$ cat src/rtl/eth_frame_builder.sv
// eth_frame_builder: streams L2 header, payload and zero pad for one
// scheduler input, then times the post-frame gap before Done.
module eth_frame_builder #(
  parameter int GAP_BYTES = 24,
  parameter int MAX_PLD   = 1500,
  parameter int MIN_PLD   = 46
) (
  input  logic        Clk,
  input  logic        Rst,
  input  logic        MODE,
  input  logic        Start,
  input  logic [47:0] DstMac,
  input  logic [47:0] SrcMac,
  input  logic [15:0] EthType,
  input  logic [10:0] PldLen,
  output logic        PldRd,
  input  logic [7:0]  PldData,
  input  logic        ReqConfirm,
  output logic        ReqOut,
  output logic        ValOut,
  output logic        SoFOut,
  output logic        EoFOut,
  output logic [7:0]  DataOut,
  output logic        Busy,
  output logic        Done,
  output logic        ErrLen
);

  localparam int GW = $clog2(2 * GAP_BYTES + 1);

  typedef enum logic [2:0] {
    IDLE, REQ, HDR, PLD, PAD, GAP
  } state_t;

  state_t        state;
  logic [111:0]  hdrSh;
  logic [10:0]   len;
  logic [10:0]   idx;
  logic [10:0]   lastIdx;
  logic          mode;
  logic          phase;
  logic [GW-1:0] gapCnt;

  logic          strobe;
  logic [10:0]   rdLo;
  logic [10:0]   rdHi;
  logic [10:0]   pldEnd;
  logic [GW-1:0] gapLast;

  assign strobe  = mode | ~phase;
  // Reads lead the byte strobe by two clocks: one for the buffer, one here.
  assign rdLo    = mode ? 11'd12 : 11'd13;
  assign rdHi    = rdLo + len;
  assign pldEnd  = 11'd13 + len;
  assign gapLast = mode ? GW'(GAP_BYTES - 1)
                        : GW'(2 * GAP_BYTES - 1);

  always_ff @(posedge Clk or posedge Rst) begin
    if (Rst) begin
      state   <= IDLE;
      hdrSh   <= '0;
      len     <= '0;
      idx     <= '0;
      lastIdx <= '0;
      mode    <= 1'b0;
      phase   <= 1'b0;
      gapCnt  <= '0;
      PldRd   <= 1'b0;
      ReqOut  <= 1'b0;
      ValOut  <= 1'b0;
      SoFOut  <= 1'b0;
      EoFOut  <= 1'b0;
      DataOut <= 8'h00;
      Busy    <= 1'b0;
      Done    <= 1'b0;
      ErrLen  <= 1'b0;
    end else begin
      ValOut <= 1'b0;
      SoFOut <= 1'b0;
      EoFOut <= 1'b0;
      PldRd  <= 1'b0;
      Done   <= 1'b0;
      ErrLen <= 1'b0;
      phase  <= ~phase;
      unique case (state)
        IDLE: begin
          if (Start && !Done) begin
            if (PldLen > 11'(MAX_PLD)) begin
              ErrLen <= 1'b1;
            end else begin
              hdrSh   <= {DstMac, SrcMac, EthType};
              len     <= PldLen;
              mode    <= MODE;
              lastIdx <= (PldLen < 11'(MIN_PLD))
                         ? 11'(13 + MIN_PLD)
                         : PldLen + 11'd13;
              ReqOut  <= 1'b1;
              Busy    <= 1'b1;
              state   <= REQ;
            end
          end
        end
        REQ: begin
          if (ReqConfirm) begin
            state <= HDR;
            phase <= 1'b0;
            idx   <= '0;
          end
        end
        HDR, PLD, PAD: begin
          if (strobe) begin
            ValOut <= 1'b1;
            SoFOut <= (idx == 11'd0);
            EoFOut <= (idx == lastIdx);
            PldRd  <= (idx >= rdLo) && (idx < rdHi);
            idx    <= idx + 11'd1;
            unique case (1'b1)
              state == HDR: begin
                DataOut <= hdrSh[111:104];
                hdrSh   <= {hdrSh[103:0], 8'h00};
              end
              state == PLD: DataOut <= PldData;
              default:      DataOut <= 8'h00;
            endcase
            if (idx == lastIdx) begin
              state  <= GAP;
              gapCnt <= '0;
            end else if (state == HDR && idx == 11'd13) begin
              state <= (len == 11'd0) ? PAD : PLD;
            end else if (state == PLD && idx == pldEnd) begin
              state <= PAD;
            end
          end
        end
        GAP: begin
          ReqOut <= 1'b0;
          gapCnt <= gapCnt + 1'b1;
          if (gapCnt == gapLast) begin
            Done  <= 1'b1;
            Busy  <= 1'b0;
            state <= IDLE;
          end
        end
        default: state <= IDLE;
      endcase
    end
  end

endmodule

$ cat config.mk
export PLATFORM = sky130hd
export DESIGN_NAME = eth_frame_builder
export DESIGN_NICKNAME = d
export VERILOG_FILES = /design/src/rtl/eth_frame_builder.sv
export SDC_FILE = /design/constraint.sdc
export NUM_CORES = 1
export LEC_CHECK = 0
export ABC_AREA = 1
export BUFFER_PORTS_ARGS = -buffer_cell sky130_fd_sc_hd__clkbuf_2
export CORE_MARGIN = 4
export CORE_UTILIZATION = 30
export DETAILED_ROUTE_END_ITERATION = 16
export SYNTH_ARGS = -nofsm -noshare
export SYNTH_HDL_FRONTEND = slang
export SYNTH_SLANG_ARGS = --single-unit
export TNS_END_PERCENT = 20
$ cat constraint.sdc
create_clock -name Clk -period 5.45 [get_ports Clk]
set_input_delay 0.8175 -clock Clk [delete_from_list [all_inputs] [get_ports Clk]]
set_output_delay 0.8175 -clock Clk [all_outputs]
set_load 0.005 [all_outputs]
**Yosys cells after proc, flatten, opt, wreduce, memory -nomap -nowiden**

Index checks and enable logic that the tools add are counted.

- Equality and inequality tests: 17
- Div/mod/pow operators: 0
- Bitwise logic cells: 3
- Multiplexer cells: 45
- Add/sub/neg operators: 5
- Reduce and logical (&&, ||, !) cells: 21
- Shifts and indexed selects: 0
- Multiply operators: 0
- Order comparisons: 4

Operators with widths:

| operator | number |
|---|---|
| $mux W112 | 4 |
| $pmux W112 S2 | 1 |
| $mux W11 | 3 |
| $mux W3 | 9 |
| $eq A11 B11 Y1 | 2 |
| $logic_not A11 Y1 | 2 |
| $pmux W11 S2 | 1 |
| $mux W1 | 19 |
| $mux W6 | 3 |
| $pmux W8 S2 | 1 |
| $ne A2 B2 Y1 const B | 7 |
| $pmux W3 S4 | 1 |
| $pmux W6 S2 | 1 |
| $reduce_and A3 Y1 | 4 |
| $add A11 B1 Y11 const B | 1 |
| $add A11 B4 Y11 const B | 1 |
| $add A4 B11 Y11 | 1 |
| $add A4 B11 Y11 const A | 1 |
| $eq A11 B4 Y1 const B | 1 |
| $ge A11 B4 Y1 | 1 |
| $gt A11 B11 Y1 const B | 1 |
| $lt A11 B11 Y1 | 1 |
| $lt A11 B6 Y1 const B | 1 |
| $reduce_bool A2 Y1 | 4 |
| 17 further kinds | 24 |

- Register bits: 172
- Memories kept: 0
- Logic and storage cells: 112
- Latch bits: 0
- Input port bits: 136
- ROM bits: 0
- Bits in writable memories: 0

**Depth between registers and ports, before layout**

- Word-level depth: 8
- Mapped depth: 15
- Depth with buffers taken out: 14

**Worst setup path after synthesis**

Ideal clock, no wire load.

- Path type: reg-to-reg
- From: register mode
- To: register PldRd
- Arrival time: 2.184 ns
- Path slack: 3.195 ns
- Data required time: 5.378 ns
- Cell stages (with the launch flop): 15
- Library setup time: 0.072 ns
- Path buffers: 0
- Cell sequence: dfrtp_1 -> inv_1 -> ha_1 -> ha_1 -> or2_2 -> nand2_1 -> nor2_1 -> nand2_1 -> xor2_1 -> ha_1 -> a21oi_1 -> o21ai_0 -> a21oi_1 -> nand4_1 -> nor2_1

- Longest elaborated chain between the ends: 6

Ends and longest elaborated chain:

| what | RTL line | text |
|---|---|---|
| start, declared | 40 | `logic mode;` |
| start signal, assigned | 65 | `mode <= 1'b0;` |
| start signal, assigned | 93 | `mode <= MODE;` |
| $mux W1 | 52 | `assign rdLo = mode ? 11'd12 : 11'd13;` |
| $add A4 B11 Y11 | 53 | `assign rdHi = rdLo + len;` |
| $lt A11 B11 Y1 | 115 | `PldRd <= (idx >= rdLo) && (idx < rdHi);` |
| $logic_and A1 B1 Y1 | 115 |  |
| $mux W1 * | 111 | `if (strobe) begin` |
| $mux W1 * | 85 | `unique case (state)` |
| end signal, assigned | 115 |  |
| end, declared | 16 | `output logic PldRd,` |

Mark *: on every way between the ends. The rest lies on a longest branch, timed or not.
A chain may end at the register's enable or synchronous reset.

**Worst setup path in the final report**

- From: register state[0]
- To: register hdrSh[14]

- Longest elaborated chain between the ends: 4

Ends and longest elaborated chain:

| what | RTL line | text |
|---|---|---|
| start, declared | 35 | `state_t state;` |
| start signal, assigned | 129 | `state <= (len == 11'd0) ? PAD : PLD;` |
| $eq A3 B2 Y1, or another cell as far along | 85, 118 |  |
| $reduce_or A3 Y1 | 85 |  |
| $ne A2 B2 Y1 (no line) / $reduce_bool A2 Y1 (equally long branches) | - |  |
| $reduce_and A5 Y1 (no line) | - |  |
| end signal, assigned | 91 | `hdrSh <= {DstMac, SrcMac, EthType};` |
| end signal, assigned | 120 | `hdrSh <= {hdrSh[103:0], 8'h00};` |
| end, declared | 36 | `logic [111:0] hdrSh;` |

Several ways; a longest one is shown, not always the timed one.

==> metrics <==
status finished, final reports clean; row cnt 65; Final Critical Period 2.91 ns; non-filler cells, final ~1900; Crit path required time roughly 5.7 ns; Remaining DRCs 0; Final Max Slew Viols 0; CTS tree done; post-cts repair resize count 0; count of flip-flops with a built-in enable after synthesis 0; Slowest cell on crit path buf_4; power per cell area ~560 nW/um^2; final number of setup-violating endpoints 0; CTS Hold Bufs 0; total congestion overflow 0; synth warn 0; WP buf/inv 3; max_slew headroom 0.245; initial DRC count 570; gr usage total 0.143; fraction of synthesis flops using an asynchronous set or reset pin 1.00; crit share post-route 0.535; most common flop cell mapped by yosys dfrtp_1; Reg-to-Reg Start state[0]; via count around 8500; hpwl dp approximately 17 mm; largest cells by area after synthesis dfrtp_1, nand2_1, o21ai_0; Fill cells 3450; Worst EP arrival roughly 3.2 ns; NetSw about 2.9 mW; Final GP Congestion ~0.83; Die H ~190 um; Seq cells post-synth 172; first-pass GRT wire length about 42 mm; TritonCTS Buffers 17; crit-path cells inv_2, nand3_1, nand2_4, nand3_2, nand2_2, nor2_4, buf_4, buf_4, o21ai_0; synth-to-layout area growth 15.5%; WL/cell roughly 13 um; P_int 3.34 mW; Finished Cell Area ~11000 um^2; Max-cap violations 0; Core Region 31700 um^2; Starting Density 0.305; placed instance count around 1900; worst-margin pin slew 1.13 ns; vias in the first global route around 8200; initial antenna violation count 0; dominant cell type by area after synthesis dfrtp_1; clock power share 0.194; CP Capture Type register; clock latency on the worst-skew pair approximately 0.44 ns; H-tree Lvls 4; cell repeated most along the worst path buf_4; vias per cell ~4.5; sw frac 0.461; post-synthesis cell count ~1400; max incr delay on CP ~0.65 ns; Final nets ~1600; final clock skew 0.0128 ns; Comb pwr share 0.446; crit path kind register to register; crit path from state[0]; die span in x around 190 um; Antenna Cells 0; sequential share of power 0.359; worst hold path type register to register; Reg clk slew, reported paths ~0.070 ns; VDD IR-drop max between 0.0002 and 0.0003 V; Synth Cell Area between 9000 and 10000 um^2; share of the synthesized area in the top cell type 0.445; Critical Path Fanout Max 67; die area 35200 um^2; final hold violation count 0; min-delay src hdrSh[61]; maximum number of pins on one net before global-route repair roughly 170; placed instance area 10600 um^2; max frequency about 340 MHz; root buf cell clkbuf_16; Initial DRT Pass Iterations 5; clk buf depth 2; Num Clock Sinks roughly 170; crit path launch type register; Top Ports roughly 150; Top Family by Delay on Critical Path buffers and inverters; Setup Buffers After CTS 0; Leak between 6 and 7 nW; sequential share of the synthesized area 0.445; Detail Route Antenna Nets 0; Mean Syn Cell Area around 7 um^2; IO buf count around 150; RSZ-0062 raised after global routing no; number of distinct library cells after synthesis 39; post-route setup TNS 0 ns; layout cell share with drive strength beyond 1 0.142; Routed WL ~25 mm; Net Count, Synth ~1500
-- cells in the final DEF, fill, tap and decap left out, types with 14 or more instances in the layout --
cell       synthesis  routed
nand4_1           15      15
o21ai_0           62      62
ha_1              21      21
xnor2_1           14      14
dfrtp_1          172     172
xor2_1            23      23
nand2_1          759     759
inv_1             70      69
clkbuf_16          0      17
clkbuf_2           1     151
nor2_1            46      46
nand3_1           49      49
a21oi_1           18      18
-- metal layers --
| metal | wire length, um | vias up | global-route usage |
|---|---|---|---|
| li1 | - | 4453 | - |
| met1 | 12200 | 3847 | 0.203 |
| met2 | 11600 | 174 | 0.228 |
| met3 | 996 | 13 | 0.0266 |
| met4 | 200 | 0 | 0.0347 |
| met5 | 0 | - | 0 |
-- cell families after synthesis --
family	synth area share
XOR/XNOR	0.0335
AND/OR/NAND/NOR	0.366
adder cells (fa/ha/maj)	0.0272
AO/OA/AOI/OAI	0.0551
flip-flops	0.445
buffers and inverters	0.0736
-- worst paths after layout --
check	endpoint	slack, ns	cells past startpoint
worst max-delay path	hdrSh[14]	2.54	9
worst max register to register	hdrSh[14]	2.54	9
max in group asynchronous	hdrSh[101]	4.07	3
worst min register to register	hdrSh[61]	0.47	2
worst min-delay path	hdrSh[61]	0.47	2
min in group asynchronous	Busy	0.61	3
-- cell usage after synthesis, types with 2 or more instances --
cell and instances:
a21oi_1 18, a22oi_1 8, buf_1 5, buf_2 19
buf_4 16, buf_8 5, clkbuf_1 17, dfrtp_1 172
ha_1 21, inv_1 70, inv_2 8, nand2_1 759
nand2_2 3, nand3_1 49, nand3_2 2, nand4_1 15
nor2_1 46, nor2_2 2, nor3_1 12, nor3_4 2
o21ai_0 62, o21ai_1 3, o22ai_1 3, xnor2_1 14
xor2_1 23
-- metrics by stage --
step / power [mW] / worst slack [ns] / utilization / hold WS, ns
final: 6.20 / 2.54 / 0.352 / 0.474
after global routing: 6.85 / 2.19 / 0.352 / 0.489
after CTS: 6.30 / 2.47 / 0.352 / 0.477
after detailed placement: 5.07 / 2.23 / 0.334 / 0.459
after global placement: 5.00 / 2.27 / 0.334 / 0.453
after floorplan: 4.53 / 2.44 / - / 0.442
-- flip-flops by register name, summed over array words and instances (netlist names), 3 cells and up --
| register | count |
|---|---|
| len | 11 |
| lastIdx | 11 |
| DataOut | 8 |
| gapCnt | 6 |
| state | 3 |
| hdrSh | 112 |
| idx | 11 |
-- tightest hold or removal path: stages, from the launching register on --
cell and delay (ns):
dfrtp_1 0.35, nand2_1 0.05, nand2_1 0.04
-- final cells by class --
| cell class | count | area, um^2 | share of cell area |
|---|---|---|---|
| multi-input cells | 1051 | 4660 | 0.417 |
| flip-flops and latches | 172 | 4300 | 0.385 |
| repair buffers | 157 | 813 | 0.0728 |
| well taps | 402 | 503 | 0.0450 |
| clock buffers | 17 | 425 | 0.0381 |
| inverters | 80 | 309 | 0.0277 |
| clock inverters | 15 | 153 | 0.0137 |
-- power groups by stage --
| stage | Clock (mW) | Sequential [mW] | Combinational [mW] |
|---|---|---|---|
| final | 1.21 | 2.23 | 2.77 |
| after global routing | 1.30 | 2.30 | 3.25 |
| after CTS | 1.25 | 2.23 | 2.82 |
| after detailed placement | 0 | 2.25 | 2.82 |
| after global placement | 0 | 2.24 | 2.76 |
| after floorplan | 0 | 2.11 | 2.42 |
No activity file was read; power rests on OpenSTA's default activity.
